$ cat config.mk
export PLATFORM = sky130hd
export DESIGN_NAME = regfile_sequencer_flat
export DESIGN_NICKNAME = d
export VERILOG_FILES = /design/src/rtl/regfile_sequencer_if.sv /design/src/rtl/regfile_sequencer.sv /design/src/flat_wrapper.sv
export SDC_FILE = /design/constraint.sdc
export NUM_CORES = 1
export LEC_CHECK = 0
export CAP_MARGIN = 20
export CORE_MARGIN = 5
export CORE_UTILIZATION = 40
export CTS_BUF_LIST = sky130_fd_sc_hd__clkbuf_4
export DETAILED_ROUTE_END_ITERATION = 10
export GPL_ROUTABILITY_DRIVEN = 0
export PLACE_DENSITY = 0.67
export SYNTH_ARGS = -nofsm -noshare
export SYNTH_HDL_FRONTEND = slang
export SYNTH_SLANG_ARGS = --single-unit
$ cat constraint.sdc
create_clock -name CLK -period 3.75 [get_ports CLK]
set_clock_uncertainty 0.15 [all_clocks]
set_input_delay 0.75 -clock CLK [delete_from_list [all_inputs] [get_ports CLK]]
set_output_delay 0.75 -clock CLK [all_outputs]
set_load 0.01 [all_outputs]
$ cat src/rtl/regfile_sequencer_if.sv
// Handshake and register-file bus between the instruction source, the sequencer and the register file.
// The master side is the environment (instruction source plus register file); the slave side is the sequencer.
interface regfile_sequencer_if;
    localparam int unsigned DATA_W = 16;
    localparam int unsigned IDX_W  = 3;
    localparam int unsigned ADDR_W = 4;

    logic              Instr_valid;
    logic              Instr_ready;
    logic [1:0]        Opcode;
    logic [IDX_W-1:0]  Rd;
    logic [IDX_W-1:0]  Rs;
    logic [DATA_W-1:0] Imm;
    logic [ADDR_W-1:0] Addr_A;
    logic [ADDR_W-1:0] Addr_B;
    logic              WR;
    logic [DATA_W-1:0] Data_in;
    logic [DATA_W-1:0] Src;
    logic [DATA_W-1:0] Dest;
    logic [DATA_W-1:0] Result;
    logic              Result_valid;
    logic              Carry;

    modport master (
        output Instr_valid, Opcode, Rd, Rs, Imm, Src, Dest,
        input  Instr_ready, Addr_A, Addr_B, WR, Data_in, Result, Result_valid, Carry
    );

    modport slave (
        input  Instr_valid, Opcode, Rd, Rs, Imm, Src, Dest,
        output Instr_ready, Addr_A, Addr_B, WR, Data_in, Result, Result_valid, Carry
    );
endinterface

$ cat src/rtl/regfile_sequencer.sv
// Instruction sequencer driving an 8 x 16-bit register file: LDI, MOV, ADD and OUT.
// Register-file controls are decoded only from the state and the fields latched at accept.
module regfile_sequencer (
    input  logic               CLK,
    input  logic               RST,
    regfile_sequencer_if.slave bus
);
    localparam int unsigned DATA_W = 16;
    localparam int unsigned IDX_W  = 3;
    localparam int unsigned ADDR_W = 4;

    localparam logic [1:0] OP_LDI = 2'b00;
    localparam logic [1:0] OP_MOV = 2'b01;
    localparam logic [1:0] OP_ADD = 2'b10;
    localparam logic [1:0] OP_OUT = 2'b11;

    typedef enum logic [1:0] {IDLE, ISSUE, EXEC, WRITE} state_t;

    state_t            state;
    logic [1:0]        op;
    logic [IDX_W-1:0]  rd;
    logic [IDX_W-1:0]  rs;
    logic [DATA_W-1:0] imm;
    logic [ADDR_W-1:0] addr_a_q;
    logic [ADDR_W-1:0] addr_b_q;
    logic [DATA_W-1:0] data_q;
    logic [DATA_W:0]   sum;
    logic              writes_back;

    always_comb begin
        sum         = {1'b0, bus.Dest} + {1'b0, bus.Src};
        writes_back = (op == OP_MOV) || (op == OP_ADD);
    end

    // Register-file side decode; addresses and data hold their last values when not driven.
    always_comb begin
        bus.Instr_ready = (state == IDLE);
        bus.Addr_A      = addr_a_q;
        bus.Addr_B      = addr_b_q;
        bus.WR          = 1'b0;
        bus.Data_in     = data_q;
        case (state)
            ISSUE: begin
                bus.Addr_A = {1'b0, rs};
                bus.Addr_B = {1'b0, rd};
            end
            WRITE: begin
                bus.Addr_B  = {1'b0, rd};
                bus.Data_in = imm;
                bus.WR      = 1'b1;
            end
            EXEC: begin
                bus.WR = writes_back;
                if (op == OP_MOV) begin
                    bus.Data_in = bus.Src;
                end else if (op == OP_ADD) begin
                    bus.Data_in = sum[DATA_W-1:0];
                end
            end
            default: ;
        endcase
    end

    always_ff @(posedge CLK or posedge RST) begin
        if (RST) begin
            state            <= IDLE;
            op               <= '0;
            rd               <= '0;
            rs               <= '0;
            imm              <= '0;
            addr_a_q         <= '0;
            addr_b_q         <= '0;
            data_q           <= '0;
            bus.Result       <= '0;
            bus.Result_valid <= 1'b0;
            bus.Carry        <= 1'b0;
        end else begin
            bus.Result_valid <= 1'b0;
            case (state)
                IDLE: begin
                    if (bus.Instr_valid) begin
                        op    <= bus.Opcode;
                        rd    <= bus.Rd;
                        rs    <= bus.Rs;
                        imm   <= bus.Imm;
                        state <= (bus.Opcode == OP_LDI) ? WRITE : ISSUE;
                    end
                end
                WRITE: begin
                    addr_b_q <= {1'b0, rd};
                    data_q   <= imm;
                    state    <= IDLE;
                end
                ISSUE: begin
                    addr_a_q <= {1'b0, rs};
                    addr_b_q <= {1'b0, rd};
                    state    <= EXEC;
                end
                EXEC: begin
                    if (writes_back) begin
                        data_q <= bus.Data_in;
                    end
                    if (op == OP_ADD) begin
                        bus.Carry <= sum[DATA_W];
                    end
                    // Register file read data is valid this cycle; capture it for OUT.
                    if (op == OP_OUT) begin
                        bus.Result       <= bus.Dest;
                        bus.Result_valid <= 1'b1;
                    end
                    state <= IDLE;
                end
                default: state <= IDLE;
            endcase
        end
    end
endmodule

$ cat src/flat_wrapper.sv
// flat-port wrapper written by rule: the top's interface ports become plain ports
module regfile_sequencer_flat 
  (CLK, RST, bus_Instr_valid, bus_Opcode, bus_Rd, bus_Rs, bus_Imm, bus_Src, bus_Dest, bus_Instr_ready, bus_Addr_A, bus_Addr_B, bus_WR, bus_Data_in, bus_Result, bus_Result_valid, bus_Carry);
  regfile_sequencer_if bus_i ();
  input  logic CLK;
  input  logic RST;
  input wire logic [$bits(bus_i.Instr_valid)-1:0] bus_Instr_valid;
  input wire logic [$bits(bus_i.Opcode)-1:0] bus_Opcode;
  input wire logic [$bits(bus_i.Rd)-1:0] bus_Rd;
  input wire logic [$bits(bus_i.Rs)-1:0] bus_Rs;
  input wire logic [$bits(bus_i.Imm)-1:0] bus_Imm;
  input wire logic [$bits(bus_i.Src)-1:0] bus_Src;
  input wire logic [$bits(bus_i.Dest)-1:0] bus_Dest;
  output wire logic [$bits(bus_i.Instr_ready)-1:0] bus_Instr_ready;
  output wire logic [$bits(bus_i.Addr_A)-1:0] bus_Addr_A;
  output wire logic [$bits(bus_i.Addr_B)-1:0] bus_Addr_B;
  output wire logic [$bits(bus_i.WR)-1:0] bus_WR;
  output wire logic [$bits(bus_i.Data_in)-1:0] bus_Data_in;
  output wire logic [$bits(bus_i.Result)-1:0] bus_Result;
  output wire logic [$bits(bus_i.Result_valid)-1:0] bus_Result_valid;
  output wire logic [$bits(bus_i.Carry)-1:0] bus_Carry;
  assign bus_i.Instr_valid = bus_Instr_valid;
  assign bus_i.Opcode = bus_Opcode;
  assign bus_i.Rd = bus_Rd;
  assign bus_i.Rs = bus_Rs;
  assign bus_i.Imm = bus_Imm;
  assign bus_i.Src = bus_Src;
  assign bus_i.Dest = bus_Dest;
  assign bus_Instr_ready = bus_i.Instr_ready;
  assign bus_Addr_A = bus_i.Addr_A;
  assign bus_Addr_B = bus_i.Addr_B;
  assign bus_WR = bus_i.WR;
  assign bus_Data_in = bus_i.Data_in;
  assign bus_Result = bus_i.Result;
  assign bus_Result_valid = bus_i.Result_valid;
  assign bus_Carry = bus_i.Carry;
  regfile_sequencer u_core (.CLK(CLK), .RST(RST), .bus(bus_i));
endmodule
# --- After elaboration in Yosys (flattened, before gate mapping) ---
# Index checks and enable logic that the tools add are counted.
word_totals:
  register_bits: 68
  out_inout_bits: 44
  word_cells: 43
op_classes:
  n_addsub: 1
  eq_ne: 8
  muxes: 13
  reduce_logical: 10
op_table:
  columns: ["op", "n"]
  rows:
  - ["$pmux W16 S2", 2]
  - ["$mux W16", 3]
  - ["$add A16 B16 Y17", 1]
  - ["$eq A2 B2 Y1 const B", 4]
  - ["$mux W4", 2]
  - ["$reduce_and A2 Y1", 4]
  - ["$pmux W2 S3", 1]
  - ["$eq A2 B1 Y1 const B", 2]
  - ["$logic_not A2 Y1", 2]
  - ["$mux W2", 2]
  - ["$reduce_or A2 Y1", 2]
  - ["$mux W1", 2]
  - ["$ne A2 B1 Y1 const B", 1]
  - ["$ne A2 B2 Y1 const B", 1]
  - ["$pmux W1 S2", 1]
  - ["$reduce_bool A2 Y1", 1]
  - ["$logic_or A1 B1 Y1", 1]

# --- Logic depth before layout (Yosys ltp) ---
# Gate-level depths: netlist of the first run.
logic_depth:
  word_depth: 6
  mapped_depth: 11

# --- Least setup slack after synthesis of the first run ---
# No wires, ideal clock.
synth_path:
  path_kind: "input -> output"
  start: "in bus_Dest[0]"
  end: "out bus_Data_in[12]"
  arrival_ns: 2.535
  t_required_ns: 2.850
  setup_slack_ns: 0.315
  path_stages: 11
  path_buffers: 0
  cell_sequence: "ha_1 -> inv_1 -> fa_1 -> nor2b_1 -> o21a_1 -> o211ai_2 -> a21oi_2 -> o41a_1 -> or3_1 -> nand3_1 -> a21oi_1"
synth_between:
  elab_chain_cells: 4
synth_rtl:
  columns: ["item", "line", "source"]
  rows:
  - ["from (decl)", "flat_wrapper.sv:13", "input wire logic [$bits(bus_i.Dest)-1:0] bus_Dest;"]
  - ["$add A16 B16 Y17", "regfile_sequencer.sv:31", "sum = {1'b0, bus.Dest} + {1'b0, bus.Src};"]
  - ["$mux W16", "regfile_sequencer.sv:56", "end else if (op == OP_ADD) begin"]
  - ["$mux W16", "regfile_sequencer.sv:54", "if (op == OP_MOV) begin"]
  - ["$pmux W16 S2", "regfile_sequencer.sv:42", "case (state)"]
  - ["to (decl)", "flat_wrapper.sv:18", "output wire logic [$bits(bus_i.Data_in)-1:0] bus_Data_in;"]
# Every way passes these cells.

# --- Worst setup path in the final report of the first run ---
# Same ends and word-level chain as after synthesis.

==> flow_summary.toml, run 1 <==
[place]
hpwl_um = 8125
io_buffers = 102
dpl_worst_slack_ns = -0.8193
placed_area_um2 = 5544

[drt]
routedWlPerCell_um = 15.81
routed_wl_um = 10930
ant_nets = 0
drc_errors = 0
vias_per_cell = 5.187
via_count = 3584
initialDrtViolationCount = 215
drt_pass1_iterations = 4

[floorplan]
rows = 36
core_area_um2 = 9819
die_area_um2 = 12190
floorplan.initialDensity_pct = 41.07
die_y_um = 110.4
die_x_um = 110.4
io_pins = 103

[global_routing]
grt_max_degree = 69
grt_pass1_vias = 3608
antenna_found_initial = 0
grt_remaining_overflow = 0
grt_pass1_wl_um = 18030
track_usage_pct = 17.84

[timing]
min_period_over_period_pct = 102.2
fmax_mhz = 260.9
maxSlewHeadroom_pct = 47.70
final-hold-violation-count = 0
worstMarginPinSlew_ns = 0.7826
setup_viol = 2
setup_slack_ns = -0.08351
rsz0062_at_grt = "true"
drv_slew = 0
whs_ns = 0.3506
period_needed_ns = 3.834

[clocking]
cts_sinks = 68
cts.reportedPaths.clkPinSlew_ns = 0.14
clock_latency_ns = 0.41
cts_tree = "done"
ctsHoldBuffers = 0
cts-root-buf = "clkbuf_4"
htreeDepth = 3
numCtsBuffers = 9
ctsLongestPathBuffers = 2

[outcome]
violations = "negative setup slack"
status = "finished, violations left"

[logic_synthesis]
synth_edf_count = 0
netlist_top_cells_area = "dfrtp_1, mux2_2, ha_1"
ys_ff_latch = 68
synth_top_family_by_area = "compound AO/OA/AOI/OAI gates"
ys_warn_count = 0
yosys_most_used_dff = "dfrtp_1"
synth.mux.area_fraction_pct = 14.52
syn_area_per_cell_um2 = 10.18
ys_types = 60
yosys.area_share.simple_pct = 10.49
synth-adder-area-share_pct = 6.392
synthesis.instances = 396
yosysSeqAreaShare_pct = 42.20
synth_compound_area_share_pct = 19.70
synthMostInstantiatedCell = "dfrtp_1"
syn-num-nets = 475
async_reset_ff_share_pct = 100.0
synth_top_area_share_pct = 42.20
syn_area_um2 = 4033
synthTopCellsByCount = "dfrtp_1, mux2_2, nand2_1, o21ai_0, inv_1"
synth-xor-area-share_pct = 2.606
synth_top_cell_by_area = "dfrtp_1"

[finish]
design_area_um2 = 5983
diodes = 0
multiInputGateArea_um2 = 2421
syn_to_final_growth_pct = 48.37
final_core_utilization_pct = 60.93
ff_latch_area_um2 = 1702
num-fill-cells = 881
drive_gt1_share_pct = 34.59
nets = 632

[worst_setup_path]
crit_type = "input port to primary output"
crit_top_cell = "a21oi_2"
path_cells = "buf_8 > ha_4 > inv_4 > fa_2 > nor2b_2 > o21a_1 > o211ai_2 > a21oi_2 > buf_4 > o41a_1 > or3_1 > nand3_2 > a21oi_2 > buf_2"
critical-path-max-stage-delay_ns = 0.33
cp.arrival_ns = 2.93
slowest_stage = "or3_1"
crit_path_max_fanout = 3
end_kind = "primary output"
worstSetupStartpointType = "input port"
worstPathRequired_ns = 2.85

[pwr]
p_total_uw = 3482
p_per_area_nw_per_um2 = 582.0
vdd_ir_drop_max_uv = 280.7
p_leak_uw = 0.002594

[worst_hold_path]
hold_class = "flop to flop"

[run]
cap_violations = 0
[placed cells by master (no fill, tap or decap), types with 3 or more instances in the layout]
master / Yosys / layout
dfrtp_1: 68 / 68
clkdlybuf4s50_1: 0 / 64
buf_4: 0 / 61
mux2_2: 44 / 44
nand2_1: 31 / 31
o21ai_0: 31 / 22
nor2_1: 20 / 19
inv_1: 21 / 18
a21oi_1: 20 / 14
ha_4: 0 / 11
xnor2_1: 10 / 9
o21ai_1: 1 / 9
clkbuf_4: 0 / 9
dlygate4sd2_1: 0 / 9
a22oi_1: 8 / 8
mux2i_1: 9 / 8
clkdlybuf4s15_1: 0 / 8
clkbuf_2: 0 / 8
nand2b_1: 8 / 7
o211ai_1: 7 / 7
a21oi_2: 1 / 7
ha_1: 19 / 7
buf_2: 6 / 7
o21a_1: 5 / 5
buf_6: 0 / 5
o21ai_2: 3 / 4
nor2b_1: 5 / 4
nand3_1: 6 / 4
o221ai_1: 6 / 4
a21o_1: 3 / 3
nor3_1: 3 / 3
or3_1: 4 / 3
a31oi_1: 3 / 3
a22o_1: 3 / 3
inv_6: 0 / 3
[flip-flops by register name, summed over array words and instances, names as in the netlist, 2 cells and up]
signal	count
u_core.bus.Result	16
u_core.imm	16
u_core.addr_b_q	4
u_core.data_q	16
u_core.addr_a_q	4
u_core.rd	3
u_core.rs	3
u_core.state	2
u_core.op	2
[path summary, 6_finish.rpt]
kind / start / endpoint / slack, ns / cells past startpoint
min in group asynchronous: RST / u_core.rd[1]$_DFFE_PP0P_ / 0.55 / 3
hold reg to reg: u_core.addr_a_q[3]$_DFF_PP0_ / u_core.addr_a_q[3]$_DFF_PP0_ / 0.35 / 1
setup reg to reg: u_core.state[0]$_DFFE_PP0P_ / u_core.bus.Result[5]$_DFFE_PP0P_ / 1.22 / 5
max in group asynchronous: RST / u_core.data_q[2]$_DFFE_PP0P_ / 2.61 / 3
hold / removal: u_core.addr_a_q[3]$_DFF_PP0_ / u_core.addr_a_q[3]$_DFF_PP0_ / 0.35 / 1
setup / recovery: bus_Dest[0] / bus_Data_in[12] / -0.08 / 14
[power by group]
| group | switching, µW | internal (µW) | leakage, µW |
|---|---|---|---|
| combinational | 804 | 964 | 0.00170 |
| clock | 315 | 212 | 0.0000775 |
| sequential | 170 | 1020 | 0.000812 |
[what timing repair did]
item	in CTS	in global routing
pin swaps	28	33
gates resized for setup	114	42
endpoints found under the setup margin	15	14
buffers inserted	6	7
[per-stage QoR]
step                      setup TNS [ns]  instances
after CTS                        -0.2040        685
after global placement            -8.563        663
final                           -0.09840        691
after floorplan                        0        396
after global routing             -0.4436        691
after detailed placement          -9.011        663
[per-layer routing]
layer	vias to the layer above	share of wire, %	GRT usage (%)
li1	1778	-	-
met1	1698	46	23.42
met2	100	47	28.36
met3	8	6.1	5.525
met4	0	1.2	5.255
met5	-	0	0
[cell type report]
cell class                      count  area share [%]
Clock inverter                      7           1.359
Timing Repair Buffer              167           24.47
Clock buffer                        9           1.129
Inverter                           21           1.359
Multi-Input combinational cell    286           40.46
Tap cell                          133           2.781
Sequential cell                    68           28.44
[logic make-up (layout without fill, tap and decap cells)]
logic type	Yosys count	after routing
AOI/OAI and AO/OA	114	114
and+or+nand+nor	87	87
DFF	68	68
muxes	53	53
buffers and inverters	42	204
adders and majority gates	20	20
xor gates and xnor gates	12	12
[critical path: cells and delay by family]
kind / cells / cell delay [ns]
compound gates: 5 / 0.86
simple gates: 3 / 0.49
buf+inv: 4 / 0.45
fa+ha+maj: 2 / 0.38
Power figures use the tool's default switching activity.
==> run 2: changes to the inputs <==
--- a/config.mk
+++ b/config.mk
@@ -7,2 +7,3 @@
 export LEC_CHECK = 0
+export ABC_AREA = 1
 export CAP_MARGIN = 20
@@ -14,2 +15,3 @@
 export PLACE_DENSITY = 0.67
+export REMOVE_ABC_BUFFERS = 1
 export SYNTH_ARGS = -nofsm -noshare
--- a/constraint.sdc
+++ b/constraint.sdc
@@ -4,2 +4,2 @@
 set_output_delay 0.75 -clock CLK [all_outputs]
-set_load 0.01 [all_outputs]
+set_load 0.1 [all_outputs]
==> flow_summary.toml, run 2 <==
[outcome]
status = "completed"

[finish]
layout_commonest_cell = "nand2_1"
top_regs = "u_core.bus.Result x16, u_core.data_q x16, u_core.imm x16"
stdcell_count = 871
design_area_um2 = 5931
drive_gt1_share_pct = 13.76
final_cell_mix = "nand2_1, dfrtp_1, clkdlybuf4s50_1, inv_1, nor2_1"
syn_to_final_growth_pct = 38.23
nets = 808

[logic_synthesis]
ys_warn_count = 0
yosysSeqAreaShare_pct = 39.66
syn_area_um2 = 4290
async_reset_ff_share_pct = 100.0
synth_top_area_share_pct = 39.66
synth_top_cell_by_area = "dfrtp_1"
netlist_top_cells_area = "dfrtp_1, nand2_1, ha_1"
ys_types = 39
synth_edf_count = 0
ys_ff_latch = 68
synthTopCellsByCount = "nand2_1, dfrtp_1, inv_1"
synthesis.instances = 623
synthMostInstantiatedCell = "nand2_1"
syn_area_per_cell_um2 = 6.887
yosys_most_used_dff = "dfrtp_1"

[floorplan]
core_area_um2 = 10420
die_area_um2 = 12900
die_y_um = 113.6
floorplan.initialDensity_pct = 41.19
rows = 37
die_x_um = 113.6
io_pins = 103

[worst_setup_path]
r2r-end = "u_core.data_q[13]$_DFFE_PP0P_"
end_kind = "primary output"
cp.arrival_ns = 2.74
crit_path_max_fanout = 5
timing.rr.start = "u_core.state[1]$_DFFE_PP0P_"
rr_worst_depth = 9
endpoint = "bus_Data_in[11]"
reg2reg_slack_ns = 1.43
crit_type = "input port to primary output"
worstSetupStartpointType = "input port"
crit_path_start = "bus_Dest[2]"
worstPathRequired_ns = 2.85

[clocking]
cts_tree = "done"
numCtsBuffers = 9
ctsHoldBuffers = 0
cts_sinks = 68
clock_latency_ns = 0.41
cts.reportedPaths.clkPinSlew_ns = 0.11
cts-root-buf = "clkbuf_4"
ctsLongestPathBuffers = 2
htreeDepth = 3

[timing]
drv_slew = 0
min_period_over_period_pct = 96.97
period_needed_ns = 3.637
fmax_mhz = 275.0
maxSlewHeadroom_pct = 34.06
setup_tns_ns = 0
setup_viol = 0
final-hold-violation-count = 0
setup_slack_ns = 0.1135
rsz0062_at_grt = "false"
worstMarginPinSlew_ns = 0.9860

[pwr]
vdd_ir_drop_max_uv = 590.6
p_per_area_nw_per_um2 = 829.1
p_leak_uw = 0.003158

[place]
dp.cells = 852
placed_area_um2 = 5544
dpl_worst_slack_ns = -0.06839
io_buffers = 102
hpwl_um = 8776

[global_routing]
grt_pass1_vias = 4063
track_usage_pct = 18.25
grt_pass1_wl_um = 19260
grt_remaining_overflow = 0
antenna_found_initial = 1
grt_max_degree = 25

[drt]
ant_nets = 0
via_count = 4194
routed_wl_um = 11690
drt_pass1_iterations = 5
routedWlPerCell_um = 13.42
vias_per_cell = 4.815
initialDrtViolationCount = 246
drc_errors = 0

[worst_hold_path]
hp-start = "u_core.addr_b_q[2]$_DFF_PP0_"
hold_class = "flop to flop"

[run]
cap_violations = 0
-- run 2: cell count changes in the layout (fill, tap and decap cells not counted), moves of 12 or more --
cell / change
nand2_1: +268
mux2_2: -44
buf_4: -39
inv_1: +33
nand3_1: +21
nor2_1: +18
buf_12: +15
dlymetal6s2s_1: +12
-- run 2: area by class of cell --
| cell class | count | area, µm² |
|---|---|---|
| flip-flops and latches | 68 | 1702 |
| well taps | 136 | 170.2 |
| repair buffers | 114 | 1281 |
| clock buffers | 12 | 90.09 |
| inverters | 59 | 226.5 |
| diodes | 1 | 2.502 |
| fillers | 1008 | 4486 |
| multi-input cells | 477 | 2432 |
| clock inverters | 4 | 26.28 |
-- run 2: timing repair --
item	in CTS	in global routing
pin swaps	1	3
resized for setup	3	45
setup buffers	1	1
endpoints found under the setup margin	3	14
-- run 2: report_power, final --
group / switching [µW] / total, µW / internal [µW]
clock: 271 / 429 / 158
combinational: 2370 / 3310 / 949
sequential: 170 / 1170 / 1000
total: 2810 / 4920 / 2110
-- run 2: layer usage --
layer  vias up  part of all wire (%)  GRT usage (%)
met4         0                   1.4          5.929
met2       104                    49          30.78
li1       2161                     -              -
met1      1917                    45          23.85
met5         -                     0              0
met3        12                   5.2          3.024
-- run 2: worst min-delay path by stage --
stage	depth (start not counted)	slack [ns]	to
4_1_cts	2	0.34	u_core.addr_b_q[2]$_DFF_PP0_
3_3_place_gp	2	0.30	u_core.addr_b_q[1]$_DFF_PP0_
3_5_place_dp	2	0.31	u_core.addr_b_q[2]$_DFF_PP0_
2_1_floorplan	2	0.30	u_core.rd[2]$_DFFE_PP0P_
6_report	2	0.33	u_core.addr_b_q[2]$_DFF_PP0_
5_1_grt	2	0.37	u_core.addr_b_q[1]$_DFF_PP0_
-- run 2: worst max-delay path, stage by stage --
cell and delay (ns):
clkdlybuf4s50_1 0.54, ha_4 0.24, or2_1 0.25, nand3_1 0.10, nand2_2 0.09, nand2_1 0.09, nand2_1 0.05, nand2_1 0.05
nand3_1 0.09, nand2_1 0.08, nand2_1 0.08, nand3_1 0.13, buf_12 0.19
-- run 2: kinds of logic (layout without fill, tap and decap cells) --
family	Yosys count	in the layout	share of synthesized area, %
simple gates	394	394	36.86
buf+inv	78	189	8.720
flops	68	68	39.66
compound gates	60	60	8.137
fa+ha+maj	20	20	6.008
xor+xnor	3	3	0.6125
other cells	0	1	0
-- run 2: per-stage QoR --
step                util (%)  hold slack [ns]  total power, µW
floorplan                  -           0.2987             3484
global placement       53.23           0.3046             4420
detailed placement     53.23           0.3107             4457
CTS                    54.56           0.3405             4904
global route           56.94           0.3699             5180
finish                 56.94           0.3325             4917
